--- src/rtl/piso_tx.sv ---
// piso_tx: parallel-in/serial-out transmitter with valid/ready word intake.
// Each accepted WIDTH-bit word is shifted out on sout, one bit per clk, with
// sout_valid framing the bits. Back-to-back words produce gapless frames.
// Optional build macro PISO_TX_PARITY_EN appends an even-parity bit to each
// frame, so a frame lasts WIDTH+1 cycles.
module piso_tx #(
  parameter int unsigned WIDTH     = 8,
  parameter bit          LSB_FIRST = 1'b1
) (
  input  logic             clk,
  input  logic             reset_n,
  input  logic             in_valid,
  output logic             in_ready,
  input  logic [WIDTH-1:0] in_data,
  output logic             sout,
  output logic             sout_valid,
  output logic             busy
);

  localparam int unsigned    CW   = $clog2(WIDTH);
  localparam logic [CW-1:0]  LAST = CW'(WIDTH - 1);

  typedef enum logic [1:0] {
    IDLE   = 2'd0,
    SHIFT  = 2'd1,
    PARITY = 2'd2
  } state_t;

  state_t           r_state;
  state_t           w_next;
  logic [CW-1:0]    r_count;
  logic [WIDTH-1:0] r_shift;
  logic             r_sout;
  logic             r_sout_valid;
  logic             w_last;
  logic             w_accept;
  logic             w_first_bit;
  logic             w_next_bit;
`ifdef PISO_TX_PARITY_EN
  logic             r_par;
`endif

  assign w_last      = (r_state == SHIFT) && (r_count == LAST);
  assign w_accept    = in_valid & in_ready;
  assign w_first_bit = LSB_FIRST ? in_data[0] : in_data[WIDTH-1];
  assign w_next_bit  = LSB_FIRST ? r_shift[1] : r_shift[WIDTH-2];

`ifdef PISO_TX_PARITY_EN
  assign in_ready = reset_n & ((r_state == IDLE) | (r_state == PARITY));
`else
  assign in_ready = reset_n & ((r_state == IDLE) | w_last);
`endif

  assign sout       = r_sout;
  assign sout_valid = r_sout_valid;
  assign busy       = (r_state != IDLE);

  // State register
  always_ff @(posedge clk or negedge reset_n) begin
    if (!reset_n) r_state <= IDLE;
    else          r_state <= w_next;
  end

  // Next-state decode
  always_comb begin
    w_next = r_state;
    unique case (r_state)
      IDLE:   if (w_accept) w_next = SHIFT;
      SHIFT: begin
        if (r_count == LAST) begin
`ifdef PISO_TX_PARITY_EN
          w_next = PARITY;
`else
          w_next = w_accept ? SHIFT : IDLE;
`endif
        end
      end
      PARITY: w_next = w_accept ? SHIFT : IDLE;
      default: w_next = IDLE;
    endcase
  end

  // Datapath: the register holds the word, sout is registered one bit ahead
  // of the shift so the first bit appears the cycle after accept.
  always_ff @(posedge clk or negedge reset_n) begin
    if (!reset_n) begin
      r_shift      <= '0;
      r_count      <= '0;
      r_sout       <= 1'b0;
      r_sout_valid <= 1'b0;
`ifdef PISO_TX_PARITY_EN
      r_par        <= 1'b0;
`endif
    end else if (w_accept) begin
      r_shift      <= in_data;
      r_count      <= '0;
      r_sout       <= w_first_bit;
      r_sout_valid <= 1'b1;
`ifdef PISO_TX_PARITY_EN
      r_par        <= ^in_data;
`endif
    end else begin
      unique case (r_state)
        SHIFT: begin
          if (r_count == LAST) begin
            r_count <= '0;
`ifdef PISO_TX_PARITY_EN
            r_sout       <= r_par;
            r_sout_valid <= 1'b1;
`else
            r_sout       <= 1'b0;
            r_sout_valid <= 1'b0;
`endif
          end else begin
            r_count      <= r_count + CW'(1);
            r_shift      <= LSB_FIRST ? (r_shift >> 1) : (r_shift << 1);
            r_sout       <= w_next_bit;
            r_sout_valid <= 1'b1;
          end
        end
        default: begin
          r_sout       <= 1'b0;
          r_sout_valid <= 1'b0;
        end
      endcase
    end
  end

endmodule
--- config.mk ---
export PLATFORM = sky130hd
export DESIGN_NAME = piso_tx
export DESIGN_NICKNAME = d
export VERILOG_FILES = /design/src/rtl/piso_tx.sv
export SDC_FILE = /design/constraint.sdc
export NUM_CORES = 1
export LEC_CHECK = 0
export ABC_AREA = 1
export CORE_MARGIN = 2
export CORE_UTILIZATION = 43
export DETAILED_ROUTE_END_ITERATION = 16
export HOLD_SLACK_MARGIN = 0.1
export PLACE_DENSITY = 0.72
export SETUP_SLACK_MARGIN = 0.3
export SYNTH_ARGS = -nofsm -noshare
export SYNTH_HDL_FRONTEND = slang
export SYNTH_SLANG_ARGS = --single-unit
--- constraint.sdc ---
create_clock -name clk -period 1.4 [get_ports clk]
set_input_delay 0.28 -clock clk [delete_from_list [all_inputs] [get_ports clk]]
set_output_delay 0.28 -clock clk [all_outputs]
set_load 0.03 [all_outputs]
# ---- Word-level counts from Yosys, hierarchy flattened
# Cells that the tools add are included.
dict set report word_totals {
  reg_bits 15
  input_bits 11
}
dict set report classes {
  add_sub_neg 1
  eq_ne 6
  muxes 16
  n_bitwise 3
  reduce_logical 6
}
# op count
set ops {}
lappend ops {{2-to-1 mux 8 bit} 3}
lappend ops {{2-to-1 mux 3 bit} 3}
lappend ops {{2-to-1 mux 1 bit} 7}
lappend ops {{one-hot mux 2 bit (3 select lines)} 1}
lappend ops {{2-to-1 mux 2 bit} 2}
lappend ops {{!= test 2 bit, second input constant} 2}
lappend ops {{AND reduction 2 bit} 2}
lappend ops {{nonzero test 2 bit} 2}
lappend ops {{adder 3 x 1 -> 3 bit, second input constant} 1}
lappend ops {{equality test 3 bit, second input constant} 1}
lappend ops {{bitwise AND 1 bit} 2}
lappend ops {{equality test 2 x 1 -> 1 bit, second input constant} 1}
lappend ops {{equality test 2 bit, second input constant} 1}
lappend ops {{zero test 2 bit} 1}
lappend ops {{!= test 2 x 1 -> 1 bit, second input constant} 1}
lappend ops {{logical AND 1 bit} 1}
lappend ops {{bitwise OR 1 bit} 1}

# ---- Longest topological paths before layout
# Gate-level depths: netlist (run 1).
dict set report logic_depth {
  depth_word 8
  depth_mapped 9
  depth_no_buf 9
}

# ---- Worst setup path after synthesis (run 1)
# Ideal clock, no wire load.
dict set report synth_path {
  path_kind {register to output}
  from {register r_count[0]}
  to {output port in_ready}
  arrival_ns 1.274
  required_time_ns 1.120
  path_slack_ns -0.154
  path_stages_with_launch 7
  path_buffers 0
  cell_sequence {dfrtp_1 ha_1 ha_1 inv_1 nand2_4 inv_2 nor2_1}
}
dict set report synth_via {
  elab_chain_len 4
}
# item line_no
set synth_lines {}
lappend synth_lines {{start, declared} 31} ;# logic [CW-1:0] r_count;
lappend synth_lines {{start signal, assigned} 115} ;# r_count <= r_count + CW'(1);
lappend synth_lines {{equality test 3 bit} 43} ;# assign w_last = (r_state == SHIFT) && (r_count == LAST);
lappend synth_lines {{logical AND 1 bit} 43}
lappend synth_lines {{bitwise OR 1 bit} 51} ;# assign in_ready = reset_n & ((r_state == IDLE) | w_last);
lappend synth_lines {{bitwise AND 1 bit} 51}
lappend synth_lines {{end, declared} 13} ;# output logic in_ready,
# No other way between the ends.

# ---- Worst setup path after layout (run 1)
dict set report layout_path {
  from {register r_count[1]}
  to {output port in_ready}
}
# Same word-level chain as after synthesis.

==> metrics.md, run 1 <==
| Metric | Value |
|---|---|
| Pins Over Slew Limit | `0` |
| Die H | `43.97 µm` |
| Clk_lat worst skew | `0.28 ns` |
| Setup Viol. Count Final | `14` |
| YS warnings | `0` |
| Worst slew pin tran | `0.2964 ns` |
| Setup ws final | `-0.2264 ns` |
| # fillers | `approximately 130` |
| Finished Layout Cells | `between 100 and 150` |
| Placed insts | `116` |
| FP Rows | `14` |
| Port-buffer cells | `14` |
| CORE AREA | `1506 µm²` |
| PwrDens | `2191 nW/µm²` |
| Vias per cell | `4.877` |
| DRC Markers | `0` |
| Detail Route Antenna Nets | `0` |
| Setup Skew | `0.005509 ns` |
| Cell count after synthesis | `just over 80` |
| CP Launch Type | `register` |
| Post-layout util | `69.85%` |
| Max cap viols | `0` |
| GRT overflow | `0` |
| Yosys cell types | `15` |
| Final hold violations | `0` |
| Synth top area cells | `dfrtp_1 47%, nand2_1 17%, buf_6 6.6%` |
| Max Fclk | `614.9 MHz` |
| H-tree level count | `1` |
| IO Count | `15` |
| GRT Util Overall | `between 15 and 20%` |
| Post-CTS Hold Buffers | `0` |
| Die Area | `1933 µm²` |
| Status | `complete, but fails checks` |
| Final Cell Area | `approximately 1100 µm²` |
| Detailed-route via count | `634` |
| Chip width | `43.97 µm` |
| Crit path required time | `1.12 ns` |
| Hold_ws | `between 0.4 and 0.5 ns` |
| Area share of the largest cell type after synthesis | `47.36%` |
| Avg WL per Cell | `12.65 µm` |
| Mapped Nets | `96` |
| Placed Area | `roughly 870 µm²` |
| Reg clk slew, reported paths | `0.07 ns` |
| Clock Tree Buf Depth | `2` |
| First-pass iteration count of the detailed router | `4` |
| Synth Register Bits | `13` |
| DPL Wire Length | `954.9 µm` |
| Critical Path AT | `1.35 ns` |
| Area growth syn-to-layout | `53.19%` |
| Number of global-route vias before repair | `approximately 600` |
| Seq/Total Area, Yosys | `about 47%` |
| Final period util | `116.2%` |
| Clock tree from TritonCTS | `built` |
| Clk root buf | `clkbuf_4` |
| Syn Area/Cell | `8.276 µm²` |
| Largest net degree at the start of global routing | `13` |
| WL final | `1.644 mm` |
| Initial antenna violation count | `0` |
| Crit Path Class | `register to primary output` |
| Worst Hold Depth | `2` |
| Antenna fix cells | `0` |
| Clk sinks | `13` |
| Share of post-route cells with drive strength above 1 | `42.11%` |
| CTS buffer count | `3` |
| Largest area contributor in the netlist | `dfrtp_1` |
| R2R cell count | `11` |
| Slew HR | `80.18%` |
| Global-route wire length before repair | `2.380 mm` |
| Layout Nets | `between 100 and 150` |
| Critical path capture point type | `primary output` |
| Number of DRC markers in iteration 0 | `14` |
| Post-Syn Area | `686.9 µm²` |
| Initial Util | `45.60%` |
| Max VDD drop | `1.294 mV` |
| Crit Path Max Fanout | `2` |
| Post-layout minimum cycle time | `1.626 ns` |
| Hold WC Path Type | `register to register` |
| Leak | `roughly 0.54 nW` |
| RSZ-0062 raised after global routing | `true` |
| Setup TNS | `-2.218 ns` |
| Failing checks | `negative setup slack` |
| Placer congestion estimate | `0.7660` |
[critical path, cell delays in order, from the launching register on]
cell and delay (ns):
dfrtp_1 0.39, ha_2 0.20, ha_4 0.16, inv_4 0.05, nand2_4 0.05, inv_4 0.06
nor2_4 0.03, buf_6 0.13
[final cells by class]
type,count,area [µm²],share of cell area (%)
Clock buffer,4,26.28,2.497
Tap cell,16,20.02,1.902
Multi-Input combinational cell,55,352.8,33.53
Inverter,13,53.80,5.113
Timing Repair Buffer,29,272.8,25.92
Sequential cell,13,326.6,31.03
[cell usage after synthesis]
| cell type | number |
|---|---|
| nand2_2 | 1 |
| nand2_4 | 1 |
| nand3_2 | 2 |
| nand3_1 | 6 |
| nand4_1 | 6 |
| o21a_1 | 1 |
| nand2_1 | 31 |
| buf_6 | 4 |
| inv_2 | 2 |
| inv_1 | 11 |
| dfrtp_1 | 13 |
| nor2_1 | 1 |
| ha_1 | 2 |
| o21ai_1 | 1 |
| o21ai_0 | 1 |
[metrics by stage]
stage,total power [mW],setup WS (ns)
global route,2.473,-0.2864
detailed placement,1.612,-0.1027
CTS,2.062,-0.2468
global placement,1.585,-0.06013
finish,2.306,-0.2264
floorplan,1.301,0.07148
[cells by family after synthesis]
group | synth area share, %
adder cells (fa/ha/maj) | 3.642
flip-flops | 47.36
buffers and inverters | 13.66
AO/OA/AOI/OAI | 2.549
AND/OR/NAND/NOR | 32.79
[metal layers]
| layer | GRT usage (%) | vias to the layer above | wire (µm) |
|---|---|---|---|
| met1 | 19.31 | 280 | 661 |
| met2 | 30.59 | 24 | 849 |
| li1 | - | 323 | - |
| met4 | 10.91 | 0 | 50 |
| met5 | 0 | - | 0 |
| met3 | 5.000 | 7 | 82 |
[repair_timing]
item | in CTS | in global routing
resized for setup | 20 | 18
buffers inserted | 5 | 3
gates cloned | 1 | 1
hold endpoints to repair | 0 | 0
pin swaps | 1 | 7
setup endpoints to repair | 17 | 17
[worst paths after layout]
check	startpoint	endpoint	slack (ns)
worst max-delay path	r_count[1]	in_ready	-0.23
worst min-delay path	r_shift[3]	r_shift[3]	0.49
worst max register to register	r_count[1]	r_shift[5]	-0.19
worst min register to register	r_shift[3]	r_shift[3]	0.49
max in group asynchronous	reset_n	r_state[0]	0.67
min in group asynchronous	reset_n	r_shift[7]	0.51
[where the power goes]
| part | total (mW) | switching, mW | leakage (nW) | internal [mW] |
|---|---|---|---|---|
| clock network | 0.233 | 0.122 | 0.0150 | 0.111 |
| logic | 1.43 | 0.708 | 0.359 | 0.718 |
| registers | 0.647 | 0.107 | 0.161 | 0.540 |
[flip-flops by register name (all words and copies together) (netlist names)]
name,count
r_shift,7
r_count,3
r_state,1
sout,1
sout_valid,1
[cells in the final DEF, fill, tap and decap left out]
cell and instances:
clkbuf_4 3, o21a_2 1, nor2_4 1, buf_4 11, o21a_4 1, buf_6 8, nand3_4 1, inv_2 3
dfrtp_1 12, nand3_2 3, nand3_1 5, o21ai_2 1, nand4_1 6, ha_2 1, inv_1 8, o21ai_1 1
clkdlybuf4s50_1 10, clkbuf_1 1, nand2_1 23, dfrtp_2 1, ha_4 1, nand2_2 9, inv_4 2, nand2_4 1
Power figures use the tool's default switching activity.
==> inputs of run 2 (changes only) <==
--- a/config.mk
+++ b/config.mk
@@ -8,6 +8,7 @@
 export ABC_AREA = 1
 export CORE_MARGIN = 2
 export CORE_UTILIZATION = 43
+export CTS_CLUSTER_SIZE = 40
 export DETAILED_ROUTE_END_ITERATION = 16
 export HOLD_SLACK_MARGIN = 0.1
 export PLACE_DENSITY = 0.72
==> results of run 2 <==
Final layout, timing and power as in run 1 (identical DEF).
